File: src/rtl/snl_game_engine.sv
`default_nettype none
// ============================================================================
// Module      : snl_game_engine
// Description : N-player Snakes-and-Ladders turn engine with LFSR die and
//               run-time programmable snake/ladder jump table.
// Revision    : 1.0 - initial release
// ============================================================================
module snl_game_engine #(
    parameter int          NUM_PLAYERS = 4,
    parameter int          BOARD_SIZE  = 100,
    parameter int          POS_W       = 7,
    parameter int          NUM_JUMPS   = 8,
    parameter logic [15:0] LFSR_SEED   = 16'hACE1,
    localparam int         PW          = (NUM_PLAYERS > 1) ? $clog2(NUM_PLAYERS) : 1,
    localparam int         JW          = (NUM_JUMPS > 1) ? $clog2(NUM_JUMPS) : 1
) (
    input  logic                         clk,
    input  logic                         reset,
    input  logic                         roll_req,
    input  logic                         dice_force_en,
    input  logic [2:0]                   dice_force_val,
    input  logic                         jump_wr_en,
    input  logic [JW-1:0]                jump_wr_idx,
    input  logic [POS_W-1:0]             jump_wr_from,
    input  logic [POS_W-1:0]             jump_wr_to,
    output logic [NUM_PLAYERS*POS_W-1:0] positions,
    output logic [PW-1:0]                cur_player,
    output logic [2:0]                   last_roll,
    output logic                         busy,
    output logic                         move_valid,
    output logic                         game_over,
    output logic [PW-1:0]                winner
);

    localparam logic [POS_W-1:0] c_board       = POS_W'(BOARD_SIZE);
    localparam logic [POS_W:0]   c_board_ext   = (POS_W+1)'(BOARD_SIZE);
    localparam logic [PW-1:0]    c_last_player = PW'(NUM_PLAYERS - 1);
    localparam logic [JW:0]      c_num_jumps   = (JW+1)'(NUM_JUMPS);

    typedef enum logic [2:0] {
        ST_IDLE   = 3'd0,
        ST_ROLL   = 3'd1,
        ST_STEP   = 3'd2,
        ST_JUMP   = 3'd3,
        ST_COMMIT = 3'd4,
        ST_DONE   = 3'd5
    } state_t;

    state_t           r_state;
    logic [15:0]      r_lfsr;
    logic [POS_W-1:0] r_pos [NUM_PLAYERS];
    logic [PW-1:0]    r_cur;
    logic [2:0]       r_last_roll;
    logic [1:0]       r_six_cnt;
    logic [POS_W-1:0] r_tent;
    logic             r_busy;
    logic             r_move_valid;
    logic             r_game_over;
    logic [PW-1:0]    r_winner;

    logic             r_jv    [NUM_JUMPS];
    logic [POS_W-1:0] r_jfrom [NUM_JUMPS];
    logic [POS_W-1:0] r_jto   [NUM_JUMPS];

    logic             w_lfsr_fb;
    logic [2:0]       w_die;
    logic [2:0]       w_force;
    logic [2:0]       w_roll_src;
    logic [POS_W-1:0] w_cur_pos;
    logic [POS_W:0]   w_sum;
    logic             w_no_move;
    logic [POS_W-1:0] w_jump_dest;
    logic             w_wr_ok;
    logic [PW-1:0]    w_next_player;

    assign w_lfsr_fb  = r_lfsr[15] ^ r_lfsr[13] ^ r_lfsr[12] ^ r_lfsr[10];
    assign w_die      = 3'(r_lfsr % 16'd6) + 3'd1;
    assign w_force    = (dice_force_val >= 3'd1 && dice_force_val <= 3'd6) ? dice_force_val : 3'd1;
    assign w_roll_src = dice_force_en ? w_force : w_die;

    assign w_cur_pos     = r_pos[r_cur];
    assign w_sum         = {1'b0, w_cur_pos} + (POS_W+1)'(r_last_roll);
    // Overshoot and a third consecutive six both leave the player in place
    assign w_no_move     = (w_sum > c_board_ext) || (r_last_roll == 3'd6 && r_six_cnt == 2'd3);
    assign w_next_player = (r_cur == c_last_player) ? '0 : r_cur + 1'b1;

    assign w_wr_ok = jump_wr_en && !r_busy && ({1'b0, jump_wr_idx} < c_num_jumps)
                     && (jump_wr_to != '0) && (jump_wr_to <= c_board);

    // Scan from the top so the lowest matching index ends up winning
    always_comb begin
        w_jump_dest = r_tent;
        for (int j = NUM_JUMPS - 1; j >= 0; j--) begin
            if (r_jv[j] && r_jfrom[j] == r_tent) begin
                w_jump_dest = r_jto[j];
            end
        end
    end

    always_ff @(posedge clk) begin
        if (reset) begin
            for (int j = 0; j < NUM_JUMPS; j++) begin
                r_jv[j]    <= 1'b0;
                r_jfrom[j] <= '0;
                r_jto[j]   <= '0;
            end
        end else if (w_wr_ok) begin
            r_jv[jump_wr_idx]    <= (jump_wr_from != '0);
            r_jfrom[jump_wr_idx] <= jump_wr_from;
            r_jto[jump_wr_idx]   <= jump_wr_to;
        end
    end

    always_ff @(posedge clk) begin
        if (reset) begin
            r_state      <= ST_IDLE;
            r_lfsr       <= LFSR_SEED;
            for (int p = 0; p < NUM_PLAYERS; p++) begin
                r_pos[p] <= '0;
            end
            r_cur        <= '0;
            r_last_roll  <= 3'd0;
            r_six_cnt    <= 2'd0;
            r_tent       <= '0;
            r_busy       <= 1'b0;
            r_move_valid <= 1'b0;
            r_game_over  <= 1'b0;
            r_winner     <= '0;
        end else begin
            r_lfsr       <= {r_lfsr[14:0], w_lfsr_fb};
            r_move_valid <= 1'b0;
            case (r_state)
                ST_IDLE: begin
                    if (roll_req) begin
                        r_busy  <= 1'b1;
                        r_state <= ST_ROLL;
                    end
                end
                ST_ROLL: begin
                    r_last_roll <= w_roll_src;
                    if (w_roll_src == 3'd6) begin
                        r_six_cnt <= r_six_cnt + 2'd1;
                    end
                    r_state <= ST_STEP;
                end
                ST_STEP: begin
                    r_tent  <= w_no_move ? w_cur_pos : w_sum[POS_W-1:0];
                    r_state <= ST_JUMP;
                end
                ST_JUMP: begin
                    r_tent  <= w_jump_dest;
                    r_state <= ST_COMMIT;
                end
                ST_COMMIT: begin
                    r_pos[r_cur] <= r_tent;
                    r_move_valid <= 1'b1;
                    r_busy       <= 1'b0;
                    if (r_tent == c_board) begin
                        r_game_over <= 1'b1;
                        r_winner    <= r_cur;
                        r_state     <= ST_DONE;
                    end else begin
                        if (!(r_last_roll == 3'd6 && r_six_cnt < 2'd3)) begin
                            r_cur     <= w_next_player;
                            r_six_cnt <= 2'd0;
                        end
                        r_state <= ST_IDLE;
                    end
                end
                ST_DONE: begin
                    r_state <= ST_DONE;
                end
                default: begin
                    r_state <= ST_IDLE;
                end
            endcase
        end
    end

    for (genvar p = 0; p < NUM_PLAYERS; p++) begin : g_pos
        assign positions[p*POS_W +: POS_W] = r_pos[p];
    end

    assign cur_player = r_cur;
    assign last_roll  = r_last_roll;
    assign busy       = r_busy;
    assign move_valid = r_move_valid;
    assign game_over  = r_game_over;
    assign winner     = r_winner;

endmodule
`default_nettype wire

File: config.mk
export PLATFORM = sky130hd
export DESIGN_NAME = snl_game_engine
export DESIGN_NICKNAME = d
export VERILOG_FILES = /design/src/rtl/snl_game_engine.sv
export SDC_FILE = /design/constraint.sdc
export NUM_CORES = 1
export LEC_CHECK = 0
export CAP_MARGIN = 5
export CORE_MARGIN = 2
export CORE_UTILIZATION = 54
export DETAILED_ROUTE_END_ITERATION = 12
export GPL_TIMING_DRIVEN = 1
export PLACE_DENSITY = 0.77
export SLEW_MARGIN = 5
export SYNTH_ARGS = -nofsm -noshare
export SYNTH_HDL_FRONTEND = slang
export SYNTH_SLANG_ARGS = --single-unit
File: constraint.sdc
create_clock -name clk -period 4.46 [get_ports clk]
set_clock_uncertainty 0.15 [all_clocks]
set_input_delay 0.669 -clock clk [delete_from_list [all_inputs] [get_ports clk]]
set_output_delay 0.669 -clock clk [all_outputs]
set_load 0.01 [all_outputs]
Word level (Yosys, flattened, before mapping)
Memories as Yosys holds them, arrays and structs flattened. A register that Yosys moved wholly into a read port is not among the register bits.
Index checks and enable logic that the tools add are counted.
Widths: inputs -> output; s select.

word-level totals
  logic and storage cells = 127
  memories = 4
  RAM bits = 148
  register bits = 38
  input port bits = 25

operators by class
  bitwise gates (word level) = 5
  divide/modulo/power cells = 1
  magnitude comparators = 5
  reduce and logical (&&, ||, !) cells = 31
  mux-type cells = 44
  add/subtract/negate cells = 4
  equal/unequal tests = 23

memory list
  name     depth  bits a word  read ports  clocked after memory_dff  write ports  line  RTL
  r_jfrom  8      7            8           0                         8            62    logic [POS_W-1:0] r_jfrom [NUM_JUMPS];
  r_jto    8      7            8           0                         8            63    logic [POS_W-1:0] r_jto [NUM_JUMPS];
  r_pos    4      7            5           1                         4            51    logic [POS_W-1:0] r_pos [NUM_PLAYERS];
  r_jv     8      1            8           0                         8            61    logic r_jv [NUM_JUMPS];

operator list
  operator               count
  $mux 7                 12
  $eq 7x7->1             8
  $mux 3                 7
  $reduce_or 7->1        3
  $pmux 3 s6             1
  $mod 16x3->16 const B  1
  $logic_and 1x1->1      14
  $mux 1                 14
  $mux 2                 7
  $pmux 7 s2             1
  $reduce_bool 7->1      2
  $eq 3x3->1 const B     4
  $ne 9x9->1 const B     1
  $add 7x3->8            1
  $gt 8x7->1 const B     1
  $ne 2x2->1 const B     4
  $eq 7x7->1 const B     1
  $le 7x7->1 const B     1
  $eq 3x2->1 const B     2
  $reduce_and 2->1       3
  $reduce_bool 2->1      3
  $add 2x1->2 const B    2
  $eq 2x2->1 const B     2
  $pmux 2 s2             1
  14 further kinds       17

Depth between registers and ports, before layout
  depth in word-level cells = 11
  mapped depth = 23

Worst setup path before layout
Ideal clock, no wire load.

  path type = flip-flop to flip-flop
  from = register r_lfsr[12]
  to = register r_six_cnt[0]
  path buffers = 1
  clock period less this slack = 4,533 ps
  slack = -73 ps
  library setup time = 123 ps
  data required time = 4,187 ps
  stages on the path, launching flop included = 19
  data arrival time = 4,260 ps
  path through = dfxtp_1 > buf_6 > nor3b_2 > a211oi_1 > o32a_2 > nand2_2 > a22o_1 > a2111oi_4 > nor2_1 > o21a_1 > o311ai_1 > nand3_1 > or4_1 > a31oi_1 > ha_1 > nor4_1 > o31a_1 > nor2_1 > mux2_1

between the ends
  cells in the longest elaborated chain, start to end = 6

RTL lines
  item                               line  RTL
  from (decl)                        50    logic [15:0] r_lfsr;
  from (signal assigned)             130   r_lfsr <= {r_lfsr[14:0], w_lfsr_fb};
  $mod 16x3->16                      77    assign w_die = 3'(r_lfsr % 16'd6) + 3'd1;
  $add 3x1->3                        77
  $mux 3                             79    assign w_roll_src = dice_force_en ? w_force : w_die;
  $eq 3x3->1                         141   if (w_roll_src == 3'd6) begin
  $ne 2x2->1 (no source line)        n/a
  $reduce_and 4->1 (no source line)  n/a
  to (signal assigned)               142   r_six_cnt <= r_six_cnt + 2'd1;
  to (decl)                          54    logic [1:0] r_six_cnt;

No other way between the ends.
A chain may end at the register's enable or synchronous reset.

Worst setup path in the final report
  from = register r_lfsr[13]
  to = register r_six_cnt[0]

Same word-level chain as after synthesis.

==> reports/qor.yml <==
detailed_routing:
  drc: 0
  wl_mm: 22.9
  firstDrtPassIters: 5
  vias_per_cell: 5.72
  routedWlPerCell_microns: 18.9
  dr.first_iter.drc_count: 456
  vias: 6942
  ant_nets: 0
finish:
  fin_util_pct: 69.1
  final_nets: 1008
  final_cell_count_no_fill: 1214
  drive_gt1_share_pct: 21.2
  antenna_cells: 0
  area_growth_pct: 24.3
logic_synthesis:
  syn_inst: 855
  yosys.area_share.simple_pct: 22.4
  syn-cell-area_sq_um: 9680
  synthMuxAreaShare_pct: 3.64
  synth_top_family_by_area: "simple AND/OR/NAND/NOR gates"
  synth.largest_area_cell: "edfxtp_1"
  synth-seq-area-share_pct: 54.2
  yosysMostFrequentCell: "edfxtp_1"
  synthTopCellsByArea: "edfxtp_1, and2_1, dfxtp_1"
  async_flop_share_pct: 0
  synth_edf_count: 148
  synth_top_area_share_pct: 45.9
  ys_seq_elements: 188
  synth_cell_types: 79
  synth_common_cells: "edfxtp_1, and2_1, nor2_1, xnor2_1, a21oi_1"
  synth_ff_type: "edfxtp_1"
  yosys_warnings: 0
  avgSynthCellArea_sq_um: 11.3
  synthXorXnorAreaFrac_pct: 6.26
  synth_adder_area_share_pct: 0.982
  syn_nets: 887
  synth_compound_area_share_pct: 9.85
sta:
  hold_viol: 0
  timing.setup.tns_ps: -156
  fin_crit_sh_pct: 102
  setup_viol: 2
  period_minus_slack_ps: 4560
  tightest_slew_ps: 1090
  max_slew_margin_pct: 26.3
  setup_slack_ps: -102
  fmax_mhz: 219
  rsz0062_at_grt: "true"
  slew_viol_final: 0
setup_path:
  crit_arrival_ps: 4730
  reg2reg_depth: 22
  rr_startpoint: "r_lfsr[13]$_SDFF_PP1_"
  crit_type: "reg -> reg"
  crit_chain: "buf_12, and4b_1, mux2i_2, a22o_2, and2_4, a21oi_4, buf_6, a2111oi_4, nor2_1, o21a_2, o311ai_4, nand3_2, or4_4, a31oi_4, ha_4, inv_2, o21ai_2, nand2_1, nor2_1, inv_1, nor2_2, mux2_4"
  cp_slowest_stage_delay_ps: 440
  rr_endpoint: "r_six_cnt[0]$_SDFFE_PP0P_"
  end_kind: "register"
  path_delay_family: "compound AO/OA/AOI/OAI gates"
  crit_top_cell: "nor2_1"
  r2r_slack_ps: -100
  critPathRequiredTime_ps: 4630
  worstPathBufferInverterCount: 4
  cp_slowest_cell: "or4_4"
  path_max_fanout: 5
  critPathLaunchType: "register"
global_routing:
  grt_pass1_wl_mm: 35.0
  grt_usage_pct: 24.8
  grt_max_degree: 43
  grt_pass1_vias: 6581
  grt-ovfl-total: 0
  antenna_found_initial: 1
floorplanning:
  die_y_microns: 138
  fp.coreArea_sq_um: 17400
  start_util_pct: 55.6
  die-area_sq_um: 19000
  pin_count: 63
  core.rowCount: 48
  fp.dieW_microns: 138
place:
  dp_hpwl_mm: 15.7
  globalplace.congestion: 0.910
  dp_cells: 1170
  port_buffers: 62
  dp_slack_ps: -244
power:
  power_leakage_nw: 4.50
  cellPowerDensity_nw_per_um2: 347
  finalPower_mw: 4.17
  peakVddDrop_v: 0.000293
outcome:
  status: "complete, but fails checks"
  violations: "negative setup slack"
cts:
  cts-buffers-inserted: 17
  cts_root_buf: "clkbuf_16"
  clk_pin_slew_worst_paths_ps: 70
  cts_tree: "yes"
  clock_path_buffers: 2
  cts_hold_buf: 0
  cts.htree.levels: 4
  insertion_delay_ps: 430
  cts_sinks: 188
hold_path:
  holdPathEnd: "game_over$_SDFFE_PP0P_"
  hp-start: "game_over$_SDFFE_PP0P_"
  hold_depth: 2
  hp-class: "reg -> reg"
job:
  drv_cap: 0
==> worst max path at each step <==
| stage | cells after the start | to | slack, ps | start |
|---|---|---|---|---|
| floorplan | 18 | r_six_cnt[0]$_SDFFE_PP0P_ | 0.5 | r_lfsr[12]$_SDFF_PP0_ |
| global placement | 20 | r_six_cnt[0]$_SDFFE_PP0P_ | -90 | r_lfsr[12]$_SDFF_PP0_ |
| detailed placement | 18 | r_six_cnt[0]$_SDFFE_PP0P_ | -240 | r_lfsr[13]$_SDFF_PP1_ |
| CTS | 23 | r_six_cnt[0]$_SDFFE_PP0P_ | -50 | r_lfsr[13]$_SDFF_PP1_ |
| global route | 22 | r_six_cnt[0]$_SDFFE_PP0P_ | -310 | r_lfsr[13]$_SDFF_PP1_ |
| finish | 22 | r_six_cnt[0]$_SDFFE_PP0P_ | -100 | r_lfsr[13]$_SDFF_PP1_ |
==> power breakdown <==
group | internal, mW | switching, mW
registers | 1.96 | 0.0705
clock network | 0.810 | 0.632
logic | 0.342 | 0.356
total | 3.12 | 1.06
==> metal layers <==
| layer | global-route usage (%) | share of wire [%] | vias to the layer above |
|---|---|---|---|
| met5 | 0 | 0 | - |
| met3 | 4.02 | 6.0 | 34 |
| met1 | 33.2 | 43 | 3340 |
| met2 | 41.4 | 49 | 246 |
| met4 | 7.99 | 1.9 | 0 |
| li1 | - | - | 3322 |
==> placed cells by master, fill, tap and decap left out, types with 5 or more instances in the layout <==
cell,netlist,routed
edfxtp_1,148,148
and2_1,144,144
buf_4,0,69
clkdlybuf4s50_1,0,61
nor2_1,62,60
xnor2_1,52,51
a21oi_1,49,49
dfxtp_1,40,34
nand2_1,32,31
nor2b_1,20,20
or2_2,18,18
clkbuf_16,0,17
inv_1,16,15
nor3_1,17,15
xor2_1,14,14
mux2i_1,15,13
nand4_1,13,13
buf_12,0,12
o211ai_1,11,11
o21ai_0,12,9
nor3b_1,8,8
nor4_1,8,8
mux4_2,7,7
nand3_1,7,6
and3_1,5,5
a211oi_1,7,5
ha_1,6,5
clkinv_2,0,5
buf_6,3,5
==> tightest hold or removal path: stages (launching register included) <==
cell and delay (ps):
dfxtp_1 310, inv_1 50, a21oi_1 50
==> timing repair <==
item                                   4_1_cts  5_1_grt
endpoints found under the hold margin        0        0
setup endpoints to repair                    3        9
gates resized for setup                     28       36
pin swaps                                   20       26
buffers inserted                             7        5
==> cell type report <==
type | instances | area, sq um
flip-flops and latches | 188 | 5260
inverters | 17 | 63.8
well taps | 225 | 282
clock buffers | 21 | 470
repair buffers | 148 | 1430
fillers | 1272 | 5390
clock inverters | 11 | 92.6
multi-input cells | 604 | 4440
==> metrics by stage <==
stage	area, sq um	hold slack (ps)
global placement	11100	284
finish	12000	297
floorplan	9700	315
global route	12000	327
CTS	11800	299
detailed placement	11100	289
==> kinds of logic after synthesis <==
logic type | Yosys count
simple gates | 370
mux | 26
fa+ha+maj | 7
flops | 188
buf+inv | 63
compound gates | 134
xor+xnor | 67
==> flip-flops by register name, indices dropped and copies added (netlist names), named ones only <==
name / cells
winner: 2
last_roll: 3
r_lfsr: 16
r_six_cnt: 2
r_tent: 7
move_valid: 1
r_jto: 56
r_jfrom: 56
r_jv: 8
cur_player: 2
busy: 1
r_pos: 28
r_state: 3
game_over: 1
(Power assumes the default switching activity.)
